$ cat config.mk
export PLATFORM = sky130hd
export DESIGN_NAME = fifo_stream_reader
export DESIGN_NICKNAME = d
export VERILOG_FILES = /design/src/rtl/fifo_stream_reader.sv
export SDC_FILE = /design/constraint.sdc
export NUM_CORES = 1
export LEC_CHECK = 0
export ABC_CLOCK_PERIOD_IN_PS = 2500
export CAP_MARGIN = 25
export CORE_MARGIN = 2
export CORE_UTILIZATION = 45
export CTS_CLUSTER_SIZE = 24
export DETAILED_ROUTE_END_ITERATION = 7
export GPL_TIMING_DRIVEN = 0
export PLACE_DENSITY = 0.85
export SKIP_LAST_GASP = 1
export SLEW_MARGIN = 0
export SYNTH_ARGS = -nofsm -noshare
export SYNTH_HDL_FRONTEND = slang
export SYNTH_SLANG_ARGS = --single-unit
$ cat constraint.sdc
create_clock -name clk -period 2.5 [get_ports clk]
set_input_delay 0.625 -clock clk [delete_from_list [all_inputs] [get_ports clk]]
set_output_delay 0.625 -clock clk [all_outputs]
set_load 0.01 [all_outputs]
$ cat src/rtl/fifo_stream_reader.sv
// Read-side controller for Synchronous_FIFO: drains r_en/data_out into a valid/ready stream with m_last per packet (optional m_parity via STREAM_PARITY_EN).
// Latency: word read at edge k is on m_data after edge k+1; sustains one word per cycle.
// Backpressure: 2-entry skid buffer with credit-gated reads; outputs hold stable while m_valid && !m_ready.
module fifo_stream_reader #(
  parameter int DATA_W  = 8,
  parameter int PKT_LEN = 4,
  parameter int CNT_W   = 16
) (
  input  logic              clk,
  input  logic              rst,
  input  logic              en,
  input  logic              fifo_empty,
  input  logic [DATA_W-1:0] fifo_data,
  output logic              fifo_r_en,
  output logic              m_valid,
  input  logic              m_ready,
  output logic [DATA_W-1:0] m_data,
  output logic              m_last,
`ifdef STREAM_PARITY_EN
  output logic              m_parity,
`endif
  output logic [CNT_W-1:0]  word_cnt
);

  localparam int BEAT_W = (PKT_LEN > 1) ? $clog2(PKT_LEN) : 1;
  localparam logic [BEAT_W-1:0] LAST_BEAT = BEAT_W'(PKT_LEN - 1);

  typedef enum logic [1:0] {
    S_EMPTY = 2'd0,
    S_ONE   = 2'd1,
    S_TWO   = 2'd2
  } buf_state_e;

  buf_state_e        state_q, state_d;
  logic              inflight_q;
  logic [DATA_W-1:0] head_q, head_d;
  logic [DATA_W-1:0] tail_q, tail_d;
  logic              last_q, last_d;
  logic [BEAT_W-1:0] beat_q, beat_d;
  logic [CNT_W-1:0]  cnt_q, cnt_d;
  logic              push, pop;
  logic [1:0]        buf_cnt, occ;

  assign push    = inflight_q;
  assign m_valid = (state_q != S_EMPTY);
  assign pop     = m_valid && m_ready;
  assign buf_cnt = state_q;
  assign occ     = buf_cnt + {1'b0, inflight_q};

  // A pop this edge frees one slot, so a read may issue against it.
  assign fifo_r_en = rst && en && !fifo_empty && (pop ? (occ < 2'd3) : (occ < 2'd2));

  assign m_data   = head_q;
  assign m_last   = last_q;
  assign word_cnt = cnt_q;

`ifdef STREAM_PARITY_EN
  logic head_par_q, head_par_d;
  logic tail_par_q, tail_par_d;

  assign m_parity = head_par_q;
`endif

  always_comb begin
    state_d = state_q;
    head_d  = head_q;
    tail_d  = tail_q;
    beat_d  = beat_q;
    cnt_d   = cnt_q;
`ifdef STREAM_PARITY_EN
    head_par_d = head_par_q;
    tail_par_d = tail_par_q;
`endif
    if (pop) begin
      cnt_d  = cnt_q + 1'b1;
      beat_d = (beat_q == LAST_BEAT) ? '0 : beat_q + 1'b1;
    end
    case (state_q)
      S_EMPTY: begin
        if (push) begin
          head_d  = fifo_data;
          state_d = S_ONE;
`ifdef STREAM_PARITY_EN
          head_par_d = ^fifo_data;
`endif
        end
      end
      S_ONE: begin
        if (push && !pop) begin
          tail_d  = fifo_data;
          state_d = S_TWO;
`ifdef STREAM_PARITY_EN
          tail_par_d = ^fifo_data;
`endif
        end else if (!push && pop) begin
          state_d = S_EMPTY;
        end else if (push && pop) begin
          head_d = fifo_data;
`ifdef STREAM_PARITY_EN
          head_par_d = ^fifo_data;
`endif
        end
      end
      S_TWO: begin
        if (pop) begin
          head_d  = tail_q;
          state_d = S_ONE;
`ifdef STREAM_PARITY_EN
          head_par_d = tail_par_q;
`endif
        end
      end
      default: state_d = S_EMPTY;
    endcase
    // Head beat index always equals the beat counter, so decode from its next value.
    last_d = (state_d != S_EMPTY) && (beat_d == LAST_BEAT);
  end

  always_ff @(posedge clk or negedge rst) begin
    if (!rst) begin
      state_q    <= S_EMPTY;
      inflight_q <= 1'b0;
      head_q     <= '0;
      tail_q     <= '0;
      last_q     <= 1'b0;
      beat_q     <= '0;
      cnt_q      <= '0;
    end else begin
      state_q    <= state_d;
      inflight_q <= fifo_r_en;
      head_q     <= head_d;
      tail_q     <= tail_d;
      last_q     <= last_d;
      beat_q     <= beat_d;
      cnt_q      <= cnt_d;
    end
  end

`ifdef STREAM_PARITY_EN
  always_ff @(posedge clk or negedge rst) begin
    if (!rst) begin
      head_par_q <= 1'b0;
      tail_par_q <= 1'b0;
    end else begin
      head_par_q <= head_par_d;
      tail_par_q <= tail_par_d;
    end
  end
`endif

  // The read credit rule must never let a word land while both entries are full.
  assert property (@(posedge clk) disable iff (!rst) !(state_q == S_TWO && inflight_q));

endmodule

==> Flow_metrics.wiki <==
{| class="wikitable"
! Metric !! Value
|-
| Run status || finished, final reports clean
|-
| First-pass detailed-route iteration total || 4
|-
| Warning count from the yosys run || 0
|-
| Number of CTS-inserted buffers || 5
|-
| Maximum number of pins on one net before global-route repair || 40
|-
| Critical Path Sink Type || output port
|-
| Worst-case headroom to the max-slew limit || 57.0%
|-
| Insertion delay of the later-clocked pin in the worst-skew pair || 0.29 ns
|-
| # DRC || 0
|-
| Final period util || 94.4%
|-
| Horizontal die dimension || 66.6 µm
|-
| # Max-Cap Violations || 0
|-
| Grt peak-use layer || met2
|-
| Overall routing resource usage || 17.4%
|-
| Share of synthesized area occupied by flip-flops and latches || 53.9%
|-
| Worst path required time || 1.88 ns
|-
| Post-Route WL || 3390 µm
|-
| Launching element type of the critical path || register
|-
| Total clock sinks || 38
|-
| Longest individual stage delay on the worst path || 0.40 ns
|-
| Wire length per cell after detailed routing || 13.7 µm
|-
| Main area contributors after synthesis || sky130_fd_sc_hd__dfrtp_1, sky130_fd_sc_hd__mux2i_1, sky130_fd_sc_hd__mux2_2, sky130_fd_sc_hd__xor2_1, sky130_fd_sc_hd__xnor2_1
|-
| Number of hold violations in the final report || 0
|-
| EDFF count, synth || 0
|-
| Class of the most critical hold timing path || input port to asynchronous set/reset pin
|-
| Vias in the first global route || 1,293
|-
| Residual antenna-violating net count after detailed routing || 0
|-
| Area of the mapped netlist || 1760 µm²
|-
| IO buf count || 38
|-
| Critical Path Slowest Stage Cell || sky130_fd_sc_hd__dfrtp_1
|-
| Met1 Track Usage GR || 20.0%
|-
| Combined area of the multi-input logic cells || 763 µm²
|-
| Total setup violations reported at the end of the flow || 0
|-
| Time the final worst path needs with I/O delays and setup || 2.36 ns
|-
| Number of top-level pins || 40
|-
| Worst Path Arrival || 1.73 ns
|-
| TritonCTS clock tree || done
|-
| Path type of the worst setup path || register to output port
|-
| Synth Instances || 153
|-
| Fraction of registers with async set or reset after synthesis || 100%
|-
| Detailed Place HPWL || 2390 µm
|-
| First-pass GRT wire length || 5620 µm
|-
| Max VDD drop || 0.000545 V
|-
| Overflow after GRT || 0
|-
| Least-Margin Pin Slew || 0.641 ns
|-
| Pwr Total || 2.23 mW
|-
| Prevailing post-synth register cell || sky130_fd_sc_hd__dfrtp_1
|-
| Count of inserted antenna diode cells || 0
|-
| Register area || 951 µm²
|-
| Maximum level of the CTS H-tree || 2
|-
| Setup skew after layout || 0.00780 ns
|-
| Met2 global-route usage || 29.8%
|-
| Post-synth cell types || 35
|-
| Initial antenna violation count || 0
|-
| Total power density per cell area || 958 nW/µm²
|-
| Initial standard-cell utilization of the core || 47.5%
|-
| Clock-pin slew on the worst setup and hold paths || 0.07 ns
|-
| CTS root buf || sky130_fd_sc_hd__clkbuf_8
|-
| Cell breakdown of the critical path || buf_6 -> inv_2 -> ha_1 -> o21ai_1 -> and4b_1 -> dlygate4sd2_1
|-
| Post-placement cell area || 2200 µm²
|-
| DIE HEIGHT || 66.6 µm
|-
| Layout overhead on the synthesized area || 32.0%
|-
| Number of placement rows || 22
|-
| FILL cells || 302
|-
| Total of flip-flops plus latches after synthesis || 38
|-
| DIE AREA || 4440 µm²
|-
| Via count || 1,270
|-
| Net count after synthesis || 170
|-
| Final std cell area, no fill || 2330 µm²
|-
| Leakage dissipation || 1.04 nW
|-
| Top-count cell post-synth || sky130_fd_sc_hd__dfrtp_1
|-
| Fraction of final layout cells with drive strength greater than 1 || 14.6%
|-
| Total of hold buffers inserted after clock tree synthesis || 0
|-
| Final weighted congestion in routability-driven placement || 0.692
|-
| Setup slack on the worst flop-to-flop path || 0.79 ns
|-
| Core Region || 3720 µm²
|-
| GR Util met3 || 4.39%
|-
| Yosys top cell by area || sky130_fd_sc_hd__dfrtp_1
|-
| Max Clk Rate || 0.424 GHz
|-
| Critical Path Fanout Max || 9
|-
| Top cell types by occurrence after synthesis || sky130_fd_sc_hd__dfrtp_1, sky130_fd_sc_hd__nand2_1, sky130_fd_sc_hd__nor2_1
|-
| Clock tree buffer depth || 2
|-
| Avg Synthesized Cell Area || 11.5 µm²
|-
| Mean number of vias per cell || 5.14
|-
| Area share of the largest cell type after synthesis || 53.9%
|-
| Nets || 216
|-
| Unrepaired setup endpoints after global routing || false
|-
| DRT iter0 DRCs || 129
|-
| Number of max-slew violations in the final report || 0
|}
## metal layers
metal,routed length (µm),part of all wire [%]
met5,0,0
met3,176,5.2
met4,57,1.7
met2,1670,49
met1,1490,44
## power by group
group / leakage (nW) / total (mW) / internal (mW) / switching, mW
Combinational: 0.508 / 0.746 / 0.425 / 0.321
Sequential: 0.477 / 0.960 / 0.815 / 0.145
Clock: 0.0573 / 0.524 / 0.319 / 0.205
## logic make-up after synthesis
logic type / share of synthesized area (%)
adder cells (fa/ha/maj): 2.84
AND/OR/NAND/NOR: 14.8
XOR/XNOR: 8.44
multiplexers: 10.2
AO/OA/AOI/OAI: 6.52
flip-flops: 53.9
buffers and inverters: 3.26
## timing repair
item | in CTS | in global routing
resized for setup | 2 | 2
buffers inserted | 1 | 0
setup endpoints to repair | 1 | 1
## final timing paths
check	start	end	cells after the start
worst max-delay path	buf_cnt[0]	fifo_r_en	6
worst min-delay path	rst	m_data[4]	1
worst max register to register	buf_cnt[0]	tail_q[7]	4
worst min register to register	word_cnt[15]	word_cnt[15]	1
max in group asynchronous	rst	beat_q[0]	1
min in group clk	word_cnt[15]	word_cnt[15]	1
## stage by stage
step | util, % | hold slack (ns) | instances | setup TNS, ns | worst slack [ns]
final | 62.7 | 0.284 | 247 | 0 | 0.140
after global routing | 62.7 | 0.332 | 247 | 0 | 0.0117
after CTS | 62.5 | 0.302 | 247 | 0 | 0.0135
after detailed placement | 59.2 | 0.471 | 239 | -0.303 | -0.303
after global placement | 59.3 | 0.464 | 239 | -5.42 | -1.38
after floorplan | - | 0.329 | 153 | 0 | 0.593
## flip-flops by register name, summed over array words and instances (netlist names)
register,count
m_data,8
inflight_q,1
word_cnt,16
m_last,1
tail_q,8
beat_q,2
buf_cnt,2
## critical path: cells and delay by family, from the launching register on
family	cells	cell delay [ns]
AOI/OAI and AO/OA	1	0.12
DFF	1	0.40
buffers and inverters	3	0.49
adders and majority gates	1	0.22
and+or+nand+nor	1	0.21
## cells in the final DEF (no fill, tap or decap), drive strengths merged, types with 5 or more instances in the layout
cell           netlist  final
dfrtp               38     38
buf                  5      7
xor2                 9      9
mux2                 8      8
clkdlybuf4s50        0     36
nand2               13     13
xnor2                8      8
inv                  5      5
mux2i                9      9
nor2                13     13
nand4                5      5
nor3                 5      5
clkbuf               0      6
a21oi                9      9
## area by class of cell
type | count | share of cell area (%)
inverters | 5 | 0.806
clock inverters | 1 | 1.29
flip-flops and latches | 38 | 40.8
well taps | 48 | 2.58
repair buffers | 39 | 16.5
plain buffers | 5 | 1.67
multi-input cells | 105 | 32.8
clock buffers | 6 | 3.55
Note: power is estimated with default switching activity, not from simulation.
